**config.mk**
```make
export PLATFORM = sky130hd
export DESIGN_NAME = alu_issue_ctrl
export DESIGN_NICKNAME = d
export VERILOG_FILES = /design/src/rtl/alu_issue_pkg.sv /design/src/rtl/alu_issue_decode.sv /design/src/rtl/alu_issue_ctrl.sv
export SDC_FILE = /design/constraint.sdc
export NUM_CORES = 1
export LEC_CHECK = 0
export CAP_MARGIN = 20
export CORE_MARGIN = 3
export CORE_UTILIZATION = 47
export CTS_CLUSTER_DIAMETER = 200
export CTS_CLUSTER_SIZE = 20
export DETAILED_ROUTE_END_ITERATION = 6
export PLACE_DENSITY = 0.92
export SETUP_SLACK_MARGIN = 0.02
export SLEW_MARGIN = 15
export SYNTH_ARGS = -nofsm -noshare
export SYNTH_HDL_FRONTEND = slang
export SYNTH_HIERARCHICAL = 1
export SYNTH_SLANG_ARGS = --single-unit
```
**constraint.sdc**
```tcl
create_clock -name clk -period 6.45 [get_ports clk]
set_clock_uncertainty 0.1 [all_clocks]
set_input_delay 1.29 -clock clk [delete_from_list [all_inputs] [get_ports clk]]
set_output_delay 1.29 -clock clk [all_outputs]
set_load 0.03 [all_outputs]
```
**src/rtl/alu_issue_pkg.sv**
```systemverilog
// Shared definitions for the ALU issue controller.
// Contents:
//   - ALU select codes (SEL_*). Bit 3 is always 0.
//   - MIPS opcode (OP_*) and funct (FN_*) values for the supported subset.
//   - FSM state enum (state_t).
//   - Operation class enum (op_class_t). It selects how a captured ALU result is post-processed.
//   - sext16/zext16 immediate helpers.
package alu_issue_pkg;

  localparam logic [3:0] SEL_AND = 4'd0;
  localparam logic [3:0] SEL_OR  = 4'd1;
  localparam logic [3:0] SEL_ADD = 4'd2;
  localparam logic [3:0] SEL_XOR = 4'd3;
  localparam logic [3:0] SEL_SUB = 4'd4;
  localparam logic [3:0] SEL_SRA = 4'd5;
  localparam logic [3:0] SEL_SLL = 4'd6;
  localparam logic [3:0] SEL_NOR = 4'd7;

  localparam logic [5:0] OP_RTYPE = 6'h00;
  localparam logic [5:0] OP_BEQ   = 6'h04;
  localparam logic [5:0] OP_BNE   = 6'h05;
  localparam logic [5:0] OP_ADDI  = 6'h08;
  localparam logic [5:0] OP_ADDIU = 6'h09;
  localparam logic [5:0] OP_SLTI  = 6'h0A;
  localparam logic [5:0] OP_SLTIU = 6'h0B;
  localparam logic [5:0] OP_ANDI  = 6'h0C;
  localparam logic [5:0] OP_ORI   = 6'h0D;
  localparam logic [5:0] OP_XORI  = 6'h0E;
  localparam logic [5:0] OP_LUI   = 6'h0F;

  localparam logic [5:0] FN_SLL  = 6'h00;
  localparam logic [5:0] FN_SRA  = 6'h03;
  localparam logic [5:0] FN_SLLV = 6'h04;
  localparam logic [5:0] FN_SRAV = 6'h07;
  localparam logic [5:0] FN_ADD  = 6'h20;
  localparam logic [5:0] FN_ADDU = 6'h21;
  localparam logic [5:0] FN_SUB  = 6'h22;
  localparam logic [5:0] FN_SUBU = 6'h23;
  localparam logic [5:0] FN_AND  = 6'h24;
  localparam logic [5:0] FN_OR   = 6'h25;
  localparam logic [5:0] FN_XOR  = 6'h26;
  localparam logic [5:0] FN_NOR  = 6'h27;
  localparam logic [5:0] FN_SLT  = 6'h2A;
  localparam logic [5:0] FN_SLTU = 6'h2B;

  typedef enum logic [1:0] {ST_IDLE, ST_EXEC, ST_DONE} state_t;

  typedef enum logic [2:0] {
    CLS_PLAIN, CLS_SLT, CLS_SLTU, CLS_BEQ, CLS_BNE, CLS_TRAP_ADD
  } op_class_t;

  function automatic logic [31:0] sext16(input logic [15:0] v);
    return {{16{v[15]}}, v};
  endfunction

  function automatic logic [31:0] zext16(input logic [15:0] v);
    return {16'h0000, v};
  endfunction

endpackage

```
**src/rtl/alu_issue_decode.sv**
```systemverilog
// Combinational decoder. It maps opcode/funct/shamt/imm and the register values
// to ALU operands, an ALU select code and an operation class.
// Ports:
//   Inputs:  opcode, funct, shamt, imm, rs_val, rt_val
//   Outputs: a, b, s (ALU operands and select)
//            cls     (post-processing class)
//            illegal (encoding is not supported)
module alu_issue_decode
  import alu_issue_pkg::*;
(
  input  logic [5:0]  opcode,
  input  logic [5:0]  funct,
  input  logic [4:0]  shamt,
  input  logic [15:0] imm,
  input  logic [31:0] rs_val,
  input  logic [31:0] rt_val,
  output logic [31:0] a,
  output logic [31:0] b,
  output logic [3:0]  s,
  output op_class_t   cls,
  output logic        illegal
);

  always_comb begin
    a       = rs_val;
    b       = rt_val;
    s       = SEL_AND;
    cls     = CLS_PLAIN;
    illegal = 1'b0;
    if (opcode == OP_RTYPE) begin
      case (funct)
        FN_ADD:  begin s = SEL_ADD; cls = CLS_TRAP_ADD; end
        FN_ADDU: s = SEL_ADD;
        FN_SUB:  begin s = SEL_SUB; cls = CLS_TRAP_ADD; end
        FN_SUBU: s = SEL_SUB;
        FN_AND:  s = SEL_AND;
        FN_OR:   s = SEL_OR;
        FN_XOR:  s = SEL_XOR;
        FN_NOR:  s = SEL_NOR;
        // Shifts take the shifted value from rt. The amount comes from shamt or rs.
        FN_SLL:  begin a = rt_val; b = {27'd0, shamt}; s = SEL_SLL; end
        FN_SRA:  begin a = rt_val; b = {27'd0, shamt}; s = SEL_SRA; end
        FN_SLLV: begin a = rt_val; b = rs_val;         s = SEL_SLL; end
        FN_SRAV: begin a = rt_val; b = rs_val;         s = SEL_SRA; end
        FN_SLT:  begin s = SEL_SUB; cls = CLS_SLT;  end
        FN_SLTU: begin s = SEL_SUB; cls = CLS_SLTU; end
        default: illegal = 1'b1;
      endcase
    end else begin
      case (opcode)
        OP_ADDI:  begin b = sext16(imm); s = SEL_ADD; cls = CLS_TRAP_ADD; end
        OP_ADDIU: begin b = sext16(imm); s = SEL_ADD; end
        OP_ANDI:  begin b = zext16(imm); s = SEL_AND; end
        OP_ORI:   begin b = zext16(imm); s = SEL_OR;  end
        OP_XORI:  begin b = zext16(imm); s = SEL_XOR; end
        OP_SLTI:  begin b = sext16(imm); s = SEL_SUB; cls = CLS_SLT;  end
        OP_SLTIU: begin b = sext16(imm); s = SEL_SUB; cls = CLS_SLTU; end
        OP_BEQ:   begin s = SEL_SUB; cls = CLS_BEQ; end
        OP_BNE:   begin s = SEL_SUB; cls = CLS_BNE; end
        OP_LUI:   begin a = zext16(imm); b = 32'd16; s = SEL_SLL; end
        default:  illegal = 1'b1;
      endcase
    end
  end

endmodule

```
**src/rtl/alu_issue_ctrl.sv**
```systemverilog
// Sequential front end for the 32-bit combinational ALU.
// Operation:
//   - Accepts one decoded instruction.
//   - Drives registered operands and select to the ALU.
//   - Waits ALU_LAT cycles, then captures the result and flags.
//   - Returns the result with slt/sltu/branch/trap post-processing.
// Ports:
//   clk, rst          rising-edge clock, synchronous active-high reset
//   in_valid/in_ready instruction handshake
//                     (in_opcode, in_funct, in_shamt, in_imm, in_rs_val, in_rt_val)
//   alu_A/B/S         registered ALU operands and select
//   alu_R, alu_zero, alu_overflow, alu_carry
//                     ALU result and flags
//   out_valid/out_ready result handshake
//                     (out_result, out_zero, out_ovf_trap, out_branch_taken, out_illegal)
// Handshakes: a transfer occurs on a rising edge where valid and ready are both high.
//   - in_ready is high only in IDLE.
//   - out_valid is high only in DONE.
//   - While out_valid is high, all out_* and alu_* stay constant until the transfer edge.
module alu_issue_ctrl
  import alu_issue_pkg::*;
#(
  parameter int unsigned ALU_LAT             = 1,
  parameter bit          SUB_CARRY_IS_BORROW = 1'b0
) (
  input  logic        clk,
  input  logic        rst,
  input  logic        in_valid,
  output logic        in_ready,
  input  logic [5:0]  in_opcode,
  input  logic [5:0]  in_funct,
  input  logic [4:0]  in_shamt,
  input  logic [15:0] in_imm,
  input  logic [31:0] in_rs_val,
  input  logic [31:0] in_rt_val,
  output logic [31:0] alu_A,
  output logic [31:0] alu_B,
  output logic [3:0]  alu_S,
  input  logic [31:0] alu_R,
  input  logic        alu_zero,
  input  logic        alu_overflow,
  input  logic        alu_carry,
  output logic        out_valid,
  input  logic        out_ready,
  output logic [31:0] out_result,
  output logic        out_zero,
  output logic        out_ovf_trap,
  output logic        out_branch_taken,
  output logic        out_illegal
);

  localparam logic [2:0] LAT_INIT = 3'(ALU_LAT);

  state_t      state;
  op_class_t   cls_q;
  logic [2:0]  cnt;

  logic [31:0] dec_a, dec_b;
  logic [3:0]  dec_s;
  op_class_t   dec_cls;
  logic        dec_illegal;

  // The ALU zero flag only covers what the ALU computed. The zero flag reported here
  // is recomputed from the final post-processed result.
  logic        alu_zero_unused;
  assign alu_zero_unused = alu_zero;

  alu_issue_decode u_decode (
    .opcode  (in_opcode),
    .funct   (in_funct),
    .shamt   (in_shamt),
    .imm     (in_imm),
    .rs_val  (in_rs_val),
    .rt_val  (in_rt_val),
    .a       (dec_a),
    .b       (dec_b),
    .s       (dec_s),
    .cls     (dec_cls),
    .illegal (dec_illegal)
  );

  logic [31:0] cap_result;
  logic        cap_trap, cap_br, sltu_lt;

  // The meaning of the subtract carry depends on how the ALU was built:
  // it reports either "no borrow" (A>=B) or "borrow" (A<B).
  assign sltu_lt = SUB_CARRY_IS_BORROW ? alu_carry : ~alu_carry;

  always_comb begin
    cap_result = alu_R;
    cap_br     = 1'b0;
    case (cls_q)
      // Signed less-than is the sign of A-B, corrected when the subtraction overflowed.
      CLS_SLT:  cap_result = {31'd0, alu_R[31] ^ alu_overflow};
      CLS_SLTU: cap_result = {31'd0, sltu_lt};
      CLS_BEQ:  cap_br     = (alu_R == 32'd0);
      CLS_BNE:  cap_br     = (alu_R != 32'd0);
      default:  ;
    endcase
    cap_trap = (cls_q == CLS_TRAP_ADD) & alu_overflow;
  end

  always_ff @(posedge clk) begin
    if (rst) begin
      state            <= ST_IDLE;
      cls_q            <= CLS_PLAIN;
      cnt              <= 3'd0;
      in_ready         <= 1'b1;
      out_valid        <= 1'b0;
      alu_A            <= 32'd0;
      alu_B            <= 32'd0;
      alu_S            <= 4'd0;
      out_result       <= 32'd0;
      out_zero         <= 1'b0;
      out_ovf_trap     <= 1'b0;
      out_branch_taken <= 1'b0;
      out_illegal      <= 1'b0;
    end else begin
      case (state)
        ST_IDLE: begin
          if (in_valid) begin
            in_ready <= 1'b0;
            if (dec_illegal) begin
              // There is nothing to execute. Report the illegal encoding immediately
              // and leave the ALU inputs unchanged.
              state            <= ST_DONE;
              out_valid        <= 1'b1;
              out_illegal      <= 1'b1;
              out_result       <= 32'd0;
              out_zero         <= 1'b1;
              out_ovf_trap     <= 1'b0;
              out_branch_taken <= 1'b0;
            end else begin
              state <= ST_EXEC;
              alu_A <= dec_a;
              alu_B <= dec_b;
              alu_S <= dec_s;
              cls_q <= dec_cls;
              cnt   <= LAT_INIT;
            end
          end
        end
        ST_EXEC: begin
          if (cnt <= 3'd1) begin
            state            <= ST_DONE;
            out_valid        <= 1'b1;
            out_illegal      <= 1'b0;
            out_result       <= cap_result;
            out_zero         <= ~|cap_result;
            out_ovf_trap     <= cap_trap;
            out_branch_taken <= cap_br;
          end else begin
            cnt <= cnt - 3'd1;
          end
        end
        ST_DONE: begin
          if (out_ready) begin
            state     <= ST_IDLE;
            out_valid <= 1'b0;
            in_ready  <= 1'b1;
          end
        end
        default: begin
          state     <= ST_IDLE;
          in_ready  <= 1'b1;
          out_valid <= 1'b0;
        end
      endcase
    end
  end

endmodule
```
### After elaboration in Yosys (flattened, before gate mapping)

Cells that the tools add are included.

* flip-flop bits (word level): 114
* bits of input ports: 136
* output and inout port bits: 106
* logic and storage cells: 132

* $add $sub $neg: 1
* magnitude comparators: 1
* eq/ne operators: 36
* multiplexer cells: 48
* bitwise gates (word level): 5
* reductions and logical operators: 28

Operators by type and width (number)
* two-way mux 32 bit: 7
* one-hot mux 32 bit (2 select lines): 3
* one-hot mux 32 bit (3 select lines): 1
* equality test 6 bit, second input constant: 10
* equality test 6 x 4 -> 1 bit, second input constant: 8
* logical NOT 32 bit: 1
* nonzero test 32 bit: 1
* OR reduction 32 bit: 1
* one-hot mux 3 bit (5 select lines): 2
* equality test 6 x 3 -> 1 bit, second input constant: 4
* one-hot mux 3 bit (7 select lines): 1
* OR reduction 4 bit: 4
* two-way mux 1 bit: 15
* OR reduction 14 bit: 1
* OR reduction 2 bit: 7
* logical NOT 6 bit: 2
* two-way mux 3 bit: 4
* inequality test 2 bit, second input constant: 6
* AND reduction 4 bit: 3
* one-hot mux 1 bit (2 select lines): 5
* OR reduction 10 bit: 1
* one-hot mux 3 bit (3 select lines): 1
* AND reduction 3 bit: 3
* two-way mux 2 bit: 4
* other kinds (19): 24

### Depth between registers and ports, before layout

Gate-level depths: netlist of run 1.

* depth in word-level cells: 7
* depth in mapped cells: 11

### Cells and area by module

Netlist of run 1, hierarchy kept.

By module, submodules not included
* alu_issue_ctrl: times used 1, cells an instance 508, area each 4299.1 sq um
* alu_issue_decode: times used 1, cells an instance 265, area each 1737.9 sq um

### Worst setup path before layout of run 1

Ideal clock, no wire load.

* path kind: in2reg
* start point: input in_funct[0]
* end point: register out_ovf_trap
* arrival: 3013 ps
* data required time: 6222 ps
* path slack: 3209 ps
* cell stages on the path: 11
* buffers on the path: 3
* cells stage by stage: buf_2 -> nor2b_1 -> o21ai_0 -> a211oi_1 -> o31ai_1 -> a21oi_1 -> or3_1 -> buf_6 -> buf_6 -> a32oi_2 -> nor2_1

* longest elaborated chain between the ends: 6
* elaborated cells on any way between the ends: 19

RTL lines
* start: declaration: RTL line alu_issue_ctrl.sv:31 `input logic [5:0] in_funct,`
* equality test 6 bit, or another cell as far along: RTL line alu_issue_decode.sv:31 `case (funct)`
* OR reduction 14 bit (no source line) *
* two-way mux 1 bit *: RTL line alu_issue_decode.sv:31
* two-way mux 1 bit *: RTL line alu_issue_decode.sv:30 `if (opcode == OP_RTYPE) begin`
* net dec_illegal: RTL line alu_issue_ctrl.sv:61 `logic dec_illegal;`
* inequality test 2 bit (no source line) *
* AND reduction 4 bit (no source line) *
* end signal: assignment: RTL line alu_issue_ctrl.sv:150 `out_ovf_trap <= cap_trap;`
* end: declaration: RTL line alu_issue_ctrl.sv:47 `output logic out_ovf_trap,`

The timed path passes the listed nets; every way through them passes the cells marked *.
A chain may end at the register's enable or synchronous reset.

### Worst setup path in the final report of run 1

* start point: input in_funct[2]
* end point: register alu_A[27]

* longest elaborated chain between the ends: 6
* elaborated cells on any way between the ends: 22

RTL lines
* equality test 6 bit, or another cell as far along: RTL line alu_issue_decode.sv:31
* OR reduction 14 bit (no source line) *
* two-way mux 1 bit *: RTL line alu_issue_decode.sv:31
* two-way mux 1 bit *: RTL line alu_issue_decode.sv:30
* net dec_illegal: RTL line alu_issue_ctrl.sv:61
* inverter 1 bit (no source line) *
* AND reduction 3 bit (no source line) *
* end signal: assignment: RTL line alu_issue_ctrl.sv:110 `alu_A <= 32'd0;`
* end signal: assignment: RTL line alu_issue_ctrl.sv:135 `alu_A <= dec_a;`
* end: declaration: RTL line alu_issue_ctrl.sv:36 `output logic [31:0] alu_A,`

Marks and branches as above.

==> results of run 1 <==
[power breakdown]
group / switching, mW / leakage (nW) / internal (mW) / total, mW
Clock: 0.343 / 0.293 / 0.628 / 0.971
Sequential: 0.0103 / 0.922 / 0.720 / 0.730
Combinational: 0.162 / 1.98 / 0.148 / 0.310
Total: 0.515 / 3.19 / 1.50 / 2.01
[metal layers]
| metal | up-vias | global-route usage |
|---|---|---|
| met2 | 452 | 0.495 |
| li1 | 3178 | - |
| met1 | 3210 | 0.347 |
| met4 | 0 | 0.134 |
| met3 | 87 | 0.0945 |
| met5 | - | 0 |
[cell usage in the layout (no fill, tap or decap), types with 3 or more instances in the layout]
master             n
a22oi_2           18
a221oi_1          33
o21ai_0            7
a21o_1            14
clkinv_2           3
nor2b_1            6
clkdlybuf4s50_1  239
nand2_1          174
nor3_1            29
xnor2_1            3
bufinv_16          3
or3_1              4
nor4_1             7
nor2_1            64
mux2_2             4
dfxtp_1          114
a22o_1            30
a31oi_1           17
nand2b_1           4
a22oi_1           11
mux2i_1            3
a21oi_1           84
clkbuf_16         17
nand3_1           16
clkinvlp_4         3
inv_1             10
a211oi_1           3
buf_4             13
[synthesized netlist by cell type (4+ instances only)]
cell / number
a22oi_2: 18
a22oi_1: 11
buf_1: 5
a21oi_1: 84
nand2_1: 175
nor4_1: 7
nand2b_1: 4
buf_6: 8
dfxtp_1: 114
nor2b_1: 7
a21o_1: 14
inv_1: 10
o21ai_0: 7
a31oi_1: 17
nor3_1: 29
mux2_2: 4
a22o_1: 30
nand3_1: 16
a221oi_1: 33
or3_1: 4
nor2_1: 67
clkbuf_1: 40
buf_2: 12
[per-stage QoR]
step | cell area, um^2 | utilization | cells | power (mW) | setup slack (ps)
3_3_place_gp | 8410 | 0.686 | 1124 | 1.04 | 1870
4_1_cts | 9020 | 0.736 | 1156 | 2.01 | 2160
6_report | 9050 | 0.738 | 1159 | 2.01 | 2090
5_1_grt | 9050 | 0.738 | 1159 | 2.07 | 1880
2_1_floorplan | 6040 | - | 773 | 0.897 | 3210
3_5_place_dp | 8410 | 0.686 | 1124 | 1.05 | 1830
[area by class of cell]
| cell class | count | area (um^2) | area share |
|---|---|---|---|
| Timing Repair Buffer | 253 | 2500 | 0.276 |
| Clock buffer | 20 | 457 | 0.0505 |
| Multi-Input combinational cell | 581 | 3400 | 0.376 |
| Inverter | 10 | 37.5 | 0.00415 |
| Antenna cell | 1 | 2.50 | 0.000277 |
| Clock inverter | 12 | 154 | 0.0170 |
| Sequential cell | 114 | 2280 | 0.252 |
| Tap cell | 168 | 210 | 0.0232 |
[worst min-delay path by stage]
stage,slack (ps),cells past startpoint,endpoint
detailed placement,350,2,alu_B[14]
finish,350,2,alu_S[3]
global placement,340,2,out_result[30]
global route,370,2,alu_B[10]
CTS,350,2,alu_B[14]
floorplan,390,2,cls_q[2]
[critical path: cells and delay by family]
family / cells / cell delay, ps
AO/OA/AOI/OAI: 4 / 1040
buffers and inverters: 3 / 1230
AND/OR/NAND/NOR: 4 / 980
[cells by family after synthesis]
group / count (synthesis)
AND/OR/NAND/NOR: 331
flip-flops: 114
buffers and inverters: 78
other: 1
XOR/XNOR: 5
AO/OA/AOI/OAI: 235
multiplexers: 7
adder cells (fa/ha/maj): 2
[flip-flops by register name (all words and copies together) (netlist names)]
name,flops
alu_A,32
alu_B,32
alu_S,4
cls_q,3
cnt,3
in_ready,1
out_branch_taken,1
out_illegal,1
out_ovf_trap,1
out_result,32
out_valid,1
out_zero,1
state,2
==> results by group, run 1 <==
Yosys
  • Warnings from Yosys: 6
  • Syn avg cell area: between 7 and 8 um^2
  • Synth Area in Adders: 0.00415
  • Top-area cell type share of the netlist area: 0.378
  • EDFF count, synth: 0
  • Ys flop type: dfxtp_1
  • Asr flop ratio synth: 0
  • Syn nets: 911
  • Synth cell types: 63
  • Synth area leader: dfxtp_1
  • Number of synthesized register bits: about 110
  • Post-synthesis cell area: a little over 6000 um^2
  • Seq/Total Area, Yosys: 0.378
  • Post-synthesis mux area share: 0.0124
  • Largest family of logic cells by synthesized area: compound AO/OA/AOI/OAI gates
  • Post-synthesis compound-gate area fraction: 0.291
  • XOR/XNOR Fraction of Synth Area: 0.00725
  • Post-Synth Simple-Gate Area: 0.244
  • Gate Count Post-Synth: a little under 800
  • Dominant cells by area after synthesis: dfxtp_1 (38%), nand2_1 (11%), a21oi_1 (7.0%)

CTS
  • Resized Gates After CTS: 0
  • CTS sink count: ~110
  • CTS Buffer Depth: 2
  • Setup repair bufs after CTS: 0
  • Post-CTS Hold Buffers: 0
  • Clock slew at reported path FFs: roughly 50 ps
  • CTS Buf Count: 17
  • CTS root buf: clkbuf_16
  • CTS tree: done
  • Clock Latency Late Sink: about 410 ps
  • Max H-tree Level: 4

STA
  • F_max: 230 MHz
  • Hold Fails Final Rpt: 0
  • WHS: 352 ps
  • Setup TNS: 0 ps
  • Tightest Pin Transition: a little over 1000 ps
  • RSZ-0062 raised after global routing: no
  • Fin crit period: 4360 ps
  • Fin crit share: 0.675
  • Rel. slew slack: 0.315
  • Fin. max-slew vios: 0
  • # setup viols final: 0

Setup path
  • Reg2Reg Setup Slack: between 4000 and 5000 ps
  • Worst r2r src: state[1]
  • Crit-path max FO: 36
  • Slowest cell on crit path: nand2_2
  • Worst Setup SP: in_funct[2]
  • Crit path DAT: about 4600 ps
  • Critical path startpoint category: input port
  • WP data required: 6670 ps
  • CP most frequent cell: buf_4
  • Slowest stage delay, CP: 610 ps
  • Cell Chain, Critical Path: clkdlybuf4s50_1, buf_4, nor2b_1, o21ai_0, a211oi_1, o31ai_1, nor3_1, nand2_2, buf_4, nand2_1, a21oi_1
  • Critical path endpoint category: flip-flop
  • FF-to-FF path depth: 5
  • CP endpoint: alu_A[27]
  • Critical path type: in2reg
  • Reg2reg end: alu_A[27]

Power and ir drop
  • Leakage: between 3 and 4 nW
  • Worst VDD drop: 0.000182 V
  • Power Density: ~220 nW/um^2

Die
  • Core Region: 12300 um^2
  • Die area: 14200 um^2
  • I/O pin cnt: 242
  • Die width: roughly 120 um
  • Initial Utilization: 0.492
  • Row count: 40
  • Die H: approximately 120 um

Global route
  • First-pass GRT wire length: ~34000 um
  • Tot GR Track Use: 0.297
  • Initial antenna violation count: 1
  • Largest net degree at the start of global routing: ~120
  • Vias in the first global route: around 6600
  • Grt ovf: 0

Layout
  • Final net count: ~1100
  • Fillers: 911
  • Area growth syn-to-layout: 49.9%
  • Fraction of layout cells with a size suffix above 1: 0.0899

Drt
  • Final ANT Viol Nets: 0
  • Metal3 WL: roughly 2300 um
  • Vias: about 7000
  • DR vias/cell: approximately 6.0
  • Final WL: 22100 um
  • First-pass DRT Iterations: 6
  • Met1 WL: 8170 um
  • DRC Markers: 0
  • WL per Instance: 19.1 um
  • Number of DRC markers in iteration 0: 704
  • Highest metal used: met4
  • Met2 WL: around 11000 um

Placement
  • Routability congestion estimate: around 0.86
  • Port buffer count: 240
  • Post-DP HPWL: approximately 15000 um

Flow run
  • MaxCap Viol Count: 0

Worst hold path
  • Hold Path Class: reg2reg
  • Min-Delay Startpoint: alu_S[3]

Status
  • Status: finished clean
Power figures use the tool's default switching activity.
==> run 2: changes to the inputs <==
CORE_UTILIZATION = 40   (was 47)
PLACE_DENSITY = 0.84   (was 0.92)
clock period = 4 ns   (was 6.45 ns; I/O delays follow)
==> run 2 against run 1 <==
Sequential power up 62%. Wire length down 3.0%. Register-to-register slack worse by 2400 ps. Cell area up 2.1%. Combinational power up 64%. Power up 63%. Sequential cell count unchanged. First-iteration DRC count down 6.0%. Via count down 2.5%. Largest cell class unchanged.
==> results by group, run 2 (synthesized netlist as in run 1, its figures left out) <==
STA
  • Fin crit share: 0.775
  • F_max: between 300 and 400 MHz
  • WHS: around 350 ps
  • Hold Fails Final Rpt: 0
  • RSZ-0062 raised after global routing: no
  • Setup TNS: 0 ps
  • Fin. max-slew vios: 0
  • Fin crit period: slightly above 3000 ps
  • Tightest Pin Transition: approximately 710 ps
  • # setup viols final: 0
  • Rel. slew slack: 0.526

Setup path
  • Top delay family on crit path: buffers and inverters
  • Slowest stage delay, CP: between 600 and 700 ps
  • Crit-path max FO: 18
  • Critical path endpoint category: flip-flop
  • Slowest cell on crit path: clkdlybuf4s50_1
  • Cell Chain, Critical Path: clkdlybuf4s50_1, xor2_1, nor4_4, nor2_2, buf_4, a22o_1, nand2_1, a21oi_1
  • Crit path DAT: approximately 3300 ps
  • Critical path type: in2reg
  • Critical path startpoint category: input port
  • WP buf/inv: 2
  • WP data required: approximately 4200 ps

CTS
  • CTS sink count: approximately 110
  • CTS Buf Count: 17
  • Max H-tree Level: 4
  • Clock slew at reported path FFs: ~60 ps
  • Clock Latency Late Sink: 410 ps
  • CTS root buf: clkbuf_16
  • Setup repair bufs after CTS: 0
  • Resized Gates After CTS: 0
  • Post-CTS Hold Buffers: 0
  • CTS Buffer Depth: 2
  • CTS tree: done

Die
  • Row count: 44
  • Die area: 16600 um^2
  • Initial Utilization: 0.412
  • I/O pin cnt: 242
  • Die H: roughly 130 um
  • Die width: about 130 um
  • Core Region: 14600 um^2

Drt
  • Metal3 WL: between 1500 and 2000 um
  • DR vias/cell: between 5 and 6
  • Final ANT Viol Nets: 0
  • Number of DRC markers in iteration 0: about 660
  • Met2 WL: approximately 11000 um
  • DRC Markers: 0
  • Met1 WL: roughly 8500 um
  • First-pass DRT Iterations: 6
  • Vias: 6756
  • Final WL: between 20000 and 25000 um
  • WL per Instance: roughly 18 um
  • Highest metal used: met4

Global route
  • Tot GR Track Use: 0.252
  • Largest net degree at the start of global routing: 72
  • First-pass GRT wire length: around 34000 um
  • Vias in the first global route: approximately 6500
  • Grt ovf: 0
  • Initial antenna violation count: 1

Power and ir drop
  • Worst VDD drop: 0.000270 V
  • Power Density: 355 nW/um^2
  • Leakage: ~3.3 nW
  • Total chip power: about 3.3 mW

Layout
  • Final net count: between 1000 and 1500
  • Area growth syn-to-layout: 53.0%
  • Leading cell type in the layout, fill and taps excluded: clkdlybuf4s50_1
  • Post-route cell area: about 9200 um^2
  • Biggest regs: alu_A: 32 flops, alu_B: 32 flops, out_result: 32 flops
  • Commonest non-fill, non-tap cells in the layout: clkdlybuf4s50_1 (239), nand2_1 (174), dfxtp_1 (114)
  • Fraction of layout cells with a size suffix above 1: 0.103

Placement
  • Post-DP HPWL: ~15000 um
  • Routability congestion estimate: slightly above 0.9
  • Port buffer count: 240
  • Placed Area: 8610 um^2

Status
  • Status: finished clean

Flow run
  • MaxCap Viol Count: 0

Worst hold path
  • Hold Path Class: reg2reg
run 2: cell types whose count changed in the layout (fill, tap and decap cells not counted), sizes merged:
| cell | previous run | this run |
|---|---|---|
| buf | 14 | 28 |
| clkbuf | 20 | 17 |
| clkinv | 4 | 2 |
| inv | 12 | 17 |
run 2: per-layer routing:
layer  vias to the layer above  global-route usage
li1                       3208                   -
met1                      3139               0.306
met2                       357               0.420
met3                        52              0.0677
met4                         0               0.109
met5                         -                   0
run 2: power by group:
| group | internal (mW) | total (mW) | switching, mW | leakage [nW] |
|---|---|---|---|---|
| Clock | 0.999 | 1.60 | 0.601 | 0.295 |
| Combinational | 0.249 | 0.507 | 0.257 | 2.06 |
| Sequential | 1.16 | 1.18 | 0.0161 | 0.922 |
run 2: final timing paths:
| check | depth (start not counted) | start | to | slack [ps] |
|---|---|---|---|---|
| setup / recovery | 8 | in_funct[0] | alu_A[26] | 900 |
| hold / removal | 2 | out_result[30] | out_result[30] | 350 |
| setup reg to reg | 7 | cnt[0] | out_result[1] | 1720 |
| hold reg to reg | 2 | out_result[30] | out_result[30] | 350 |
run 2: layout make-up:
class | count | area [um^2]
tap | 184 | 230
clock buffer | 17 | 425
timing repair buffer | 267 | 2670
antenna | 1 | 2.50
fill | 1220 | 5410
sequential | 114 | 2280
multi-input combinational | 581 | 3400
clock inverter | 15 | 196
inverter | 10 | 37.5
run 2: tightest hold or removal path, cell delays in order (launching register included):
cell	delay, ps
dfxtp_1	310
nand2_1	50
a21oi_1	50
run 2: metrics by stage:
step	worst slack (ps)	instances	util
6_report	899	1189	0.631
3_3_place_gp	616	1156	0.588
4_1_cts	964	1188	0.631
3_5_place_dp	555	1156	0.588
5_1_grt	779	1189	0.631
2_1_floorplan	1250	773	-
==> RTL change 1 (flow settings as in run 2) <==
Change the parameter `SUB_CARRY_IS_BORROW` from 1'b0 to 1'b1.
--- a/src/rtl/alu_issue_ctrl.sv
+++ b/src/rtl/alu_issue_ctrl.sv
@@ -21,7 +21,7 @@
   import alu_issue_pkg::*;
 #(
   parameter int unsigned ALU_LAT             = 1,
-  parameter bit          SUB_CARRY_IS_BORROW = 1'b0
+  parameter bit          SUB_CARRY_IS_BORROW = 1'b1
 ) (
   input  logic        clk,
   input  logic        rst,
Function: changed (a bounded check fails within 4 cycles, from zero or initial values and one cycle with rst high).
==> RTL change 1 against run 2 <==
- routed wire length decreased by 3.7%
- non-clock buffer count decreased by 4
- count of clock-buffer cells in the layout unchanged
- setup slack worse by 0.060 ns
- cell area fell by 0.64%
- maximum frequency decreased by 1.9%
- sequential cell count unchanged
- synthesized area rose by 0.31%
- power is 0.23% lower
- critical path depth rose by 2
==> RTL change 1: results (changes against run 2) <==
* Outcome: finished, final reports clean
* Fraction of layout cells with a size suffix above 1 at 0.108 (+0.00516)
* Met1 wire length at 8800 um (+3.0%)
* First-pass GRT wire length at 33,100 um (-1.2%)
* Clk Tree Root Cell: clkbuf_16
* Routed WL at 20,700 um (-3.7%)
* Flop2flop setup slack at 1.68 ns (-0.04 ns)
* Cell variety after synth at 61 (-3.2%)
* Clock slew at reported path FFs at 0.06 ns (about the same)
* DP Area at 8550 um2 (-0.67%)
* Met2 Usage GRT at 0.386 (-0.0341)
* Number of buffers created by CTS at 17 (unchanged)
* Largest net degree at the start of global routing at 74 (+2.8%)
* Mapped Nets at 903 (-0.88%)
* Min-Delay Path Class: flop to flop
* Via density at 5.66 (-0.44%)
* Hold Path End: alu_B[4]
* Non-Filler Instances at 1,178 (-0.93%)
* Top cells by count, synth: 170 x nand2_1, 114 x dfxtp_1, 84 x a21oi_1
* Worst reg-to-reg path cell count at 6 (-1)
* Vias in the first global route at 6,405 (-1.5%)
* Resize count post-CTS at 0 (unchanged)
* Max H-tree Level at 4 (unchanged)
* GR Util All Layers at 0.247 (-0.00558)
* Drt pass-1 iters at 6 (unchanged)
* Slowest-stage cell, CP: clkdlybuf4s50_1
* Clock Latency Late Sink at 0.41 ns (about the same)
* Crit-path max cell delay at 0.55 ns (-0.10 ns)
* Worst-Margin Slew at 1.08 ns (+0.369 ns)
* DP Cell Count at 1,145 (-0.95%)
* DPL Wire Length at 14,300 um (-5.7%)
* Top FF cell, synth: dfxtp_1
* GRT met3 Usage at 0.0548 (-0.0128)
* Top post-synthesis cells by area: dfxtp_1 38%, nand2_1 11%, a21oi_1 6.9%
* Antenna violations before repair at 1 (unchanged)
* Buffers on Ports at 240 (unchanged)
* Worst r2r src: cnt[0]
* Met3 routed wirelength at 1380 um (-22%)
* Filler cells at 1,223 (+0.25%)
* Largest regs: alu_A (32), alu_B (32), out_result (32)
* Routed wl met2 at 9790 um (-7.3%)
* Leakage power figure at 3.23 nW (-1.4%)
* Post-CTS Setup Bufs at 0 (unchanged)
* M1 GR Usage at 0.321 (+0.0149)
* Async S/R FF share, synth at 0 (unchanged)
* CTS max path bufs at 2 (unchanged)
* Seq/Total Area, Yosys at 0.377 (-0.00117)
* Highest fanout seen on the critical path at 17 (-1)
* RR Endpoint: out_result[9]
* DR iter-0 viols at 592 (-11%)
* Critical path's top delay family: buffers and inverters
* Mapped Cells at 765 (-1.0%)
* Maximum vdd ir drop at 0.276 mV (+2.1%)
* GPL Wtd Cong at 0.867 (-4.9%)
* HP Start: alu_B[4]
RTL change 1: cells by family after synthesis:
logic type,count (synthesis),synth area share
simple gates,317,0.232
compound gates,239,0.301
flops,114,0.377
buf+inv,79,0.0636
mux,7,0.0124
xor+xnor,6,0.00868
fa+ha+maj,2,0.00413
other cells,1,0.000619
RTL change 1: layout make-up:
class / instances / area, um2 / area share
multi-input cells: 572 / 3410 / 0.372
repair buffers: 263 / 2580 / 0.282
flip-flops and latches: 114 / 2280 / 0.249
clock buffers: 17 / 425 / 0.0464
well taps: 184 / 230 / 0.0251
clock inverters: 15 / 195 / 0.0213
inverters: 12 / 45.0 / 0.00491
diodes: 1 / 2.50 / 0.000273
RTL change 1: worst max-delay path by stage:
stage | slack (ns) | from | depth (start not counted) | endpoint
after detailed placement | 0.42 | in_funct[0] | 10 | out_result[1]
after global placement | 0.47 | in_funct[0] | 10 | out_result[1]
after CTS | 0.88 | in_funct[0] | 10 | out_result[9]
final | 0.84 | in_funct[0] | 10 | out_result[9]
after global routing | 0.60 | in_funct[0] | 10 | out_result[9]
after floorplan | 1.28 | in_funct[0] | 11 | out_result[10]
RTL change 1: power breakdown:
part | internal, mW | switching, mW | total, mW | leakage (nW)
Clock | 0.996 | 0.596 | 1.59 | 0.291
Sequential | 1.16 | 0.0177 | 1.18 | 0.922
Combinational | 0.248 | 0.255 | 0.503 | 2.02
RTL change 1: metrics by stage:
step,hold slack [ns],util,setup WS [ns],power [mW]
2_1_floorplan,0.371,-,1.28,1.45
3_3_place_gp,0.341,0.582,0.472,1.70
3_5_place_dp,0.344,0.582,0.424,1.70
4_1_cts,0.354,0.624,0.878,3.30
5_1_grt,0.372,0.624,0.603,3.41
6_report,0.352,0.624,0.838,3.28
==> RTL change 2 (config.mk and constraints of run 2) <==
Without the edit above. The 6 values of `op_class_t` get a Gray code encoding in 3 bits.
--- a/src/rtl/alu_issue_pkg.sv
+++ b/src/rtl/alu_issue_pkg.sv
@@ -46,7 +46,7 @@
   typedef enum logic [1:0] {ST_IDLE, ST_EXEC, ST_DONE} state_t;
 
   typedef enum logic [2:0] {
-    CLS_PLAIN, CLS_SLT, CLS_SLTU, CLS_BEQ, CLS_BNE, CLS_TRAP_ADD
+    CLS_PLAIN = 3'b000, CLS_SLT = 3'b001, CLS_SLTU = 3'b011, CLS_BEQ = 3'b010, CLS_BNE = 3'b110, CLS_TRAP_ADD = 3'b111
   } op_class_t;
 
   function automatic logic [31:0] sext16(input logic [15:0] v);
Function: same outputs for any inputs over 4 cycles, from zero or initial values and one cycle with rst high; so few cycles prove little.
==> RTL change 2 against run 2 <==
- highest routed layer unchanged
- power grew 1.7%
- critical endpoint is now alu_B[19]
- synthesized area shrank 1.8%
- setup slack lost 0.13 ns
- non-clock buffer count shrank 8
- sequential cell count is the same
- global-route usage grew 0.15 points
- count of clock-buffer cells in the layout grew 1
- cell area shrank 3.0%
- routed wire length shrank 0.15%
- largest cell class unchanged
==> RTL change 2: results (changes against run 2) <==
* Max H-tree Level at 4 (unchanged)
* Buffers on Ports at 240 (unchanged)
* Drt pass-1 iters at 5 (-1)
* Seq/Total Area, Yosys at 0.385 (+0.00694)
* # diodes at 0 (-1)
* GR Util All Layers at 0.254 (+0.00146)
* DP Area at 8360 um2 (-2.9%)
* Vias at 6,761 (+0.074%)
* Top cells by count, synth: 196 x nand2_1, 114 x dfxtp_1, 83 x a21oi_1
* Maximum vdd ir drop at 0.289 mV (+7.1%)
* Routed length per instance at 18.0 um (-0.23%)
* Post-CTS Setup Bufs at 0 (unchanged)
* Cell variety after synth at 59 (-6.3%)
* Slew HR at 0.453 (-0.0735)
* Largest regs: alu_A (32), alu_B (32), out_result (32)
* Resize count post-CTS at 0 (unchanged)
* Largest net degree at the start of global routing at 65 (-9.7%)
* DP Cell Count at 1,159 (+0.26%)
* Setup crit start: in_funct[0]
* Worst r2r src: cnt[0]
* First-pass GRT wire length at 33,100 um (-1.3%)
* DR iter-0 viols at 787 (+19%)
* Top post-synthesis cells by area: dfxtp_1 38%, nand2_1 12%, a21oi_1 7.0%
* Vias in the first global route at 6,207 (-4.6%)
* Fraction of layout cells with a size suffix above 1 at 0.0683 (-0.0343)
* Top FF cell, synth: dfxtp_1
* Avg Cell Area, Syn at 7.49 um2 (-4.0%)
* Outcome: finished, final reports clean
* Number of buffers created by CTS at 17 (unchanged)
* Routed WL at 21,400 um (-0.15%)
* GPL Wtd Cong at 0.946 (+3.7%)
* Crit-path max cell delay at 0.64 ns
* Leakage power figure at 3.18 nW (-2.9%)
* Antenna violations before repair at 0 (-1)
* Filler cells at 1,223 (+0.25%)
* Highest fanout seen on the critical path at 51 (+33)
* Clock Latency Late Sink at 0.41 ns (about the same)
* DPL Wire Length at 15,100 um (-0.46%)
* HP Start: alu_B[8]
* Mapped Nets at 929 (+2.0%)
* Final #Nets at 1,136 (+0.62%)
==> RTL change 2: cell count changes in the layout (fill, tap and decap cells not counted), moves of 3 or more <==
cell,before,now
o21ai_1,0,3
o21ai_0,7,34
a221o_1,2,5
buf_12,5,2
a221oi_1,33,27
a22o_1,30,16
a31oi_1,17,14
nor3_1,29,13
a22oi_2,18,0
a22oi_1,11,30
inv_6,5,0
buf_4,23,18
nand2_1,174,196
==> RTL change 2: final cells by class <==
class / count / share of cell area
multi-input combinational: 597 / 0.363
clock inverter: 13 / 0.0183
inverter: 9 / 0.00377
sequential: 114 / 0.255
timing repair buffer: 259 / 0.287
clock buffer: 18 / 0.0479
tap: 180 / 0.0251
==> RTL change 2: path summary, 6_finish.rpt <==
| check | endpoint | cells past startpoint | slack [ns] |
|---|---|---|---|
| setup / recovery | alu_B[19] | 10 | 0.77 |
| hold reg to reg | alu_B[8] | 2 | 0.35 |
| setup reg to reg | out_result[25] | 7 | 1.72 |
| hold / removal | alu_B[8] | 2 | 0.35 |
==> RTL change 2: worst max-delay path: cells and delay by family <==
family          cells  cell delay, ns
buf+inv             3            1.12
simple gates        3            0.80
compound gates      4            0.65
==> RTL change 2: per-layer routing <==
metal	vias up	GRT usage	part of all wire
li1	3207	-	-
met5	-	0	0
met4	0	0.130	0.044
met2	377	0.391	0.46
met1	3114	0.328	0.40
met3	63	0.0646	0.091
==> RTL change 2: logic make-up after synthesis <==
logic type | Yosys count | share of synthesized area
xor gates and xnor gates | 6 | 0.00886
adders and majority gates | 2 | 0.00422
DFF | 114 | 0.385
buffers and inverters | 80 | 0.0684
and+or+nand+nor | 333 | 0.243
AOI/OAI and AO/OA | 249 | 0.279
muxes | 6 | 0.0106
other | 1 | 0.000633
==> RTL change 2: stage by stage <==
step                utilization  setup slack (ns)
finish                    0.631             0.770
global route              0.631             0.613
CTS                       0.630             0.822
detailed placement        0.588             0.405
global placement          0.588             0.447
floorplan                     -              1.23
==> RTL change 2: report_power, final <==
part | switching, mW | leakage [nW] | internal, mW | total, mW
Combinational | 0.330 | 1.99 | 0.287 | 0.617
Sequential | 0.0273 | 0.923 | 1.18 | 1.21
Clock | 0.541 | 0.274 | 0.974 | 1.52
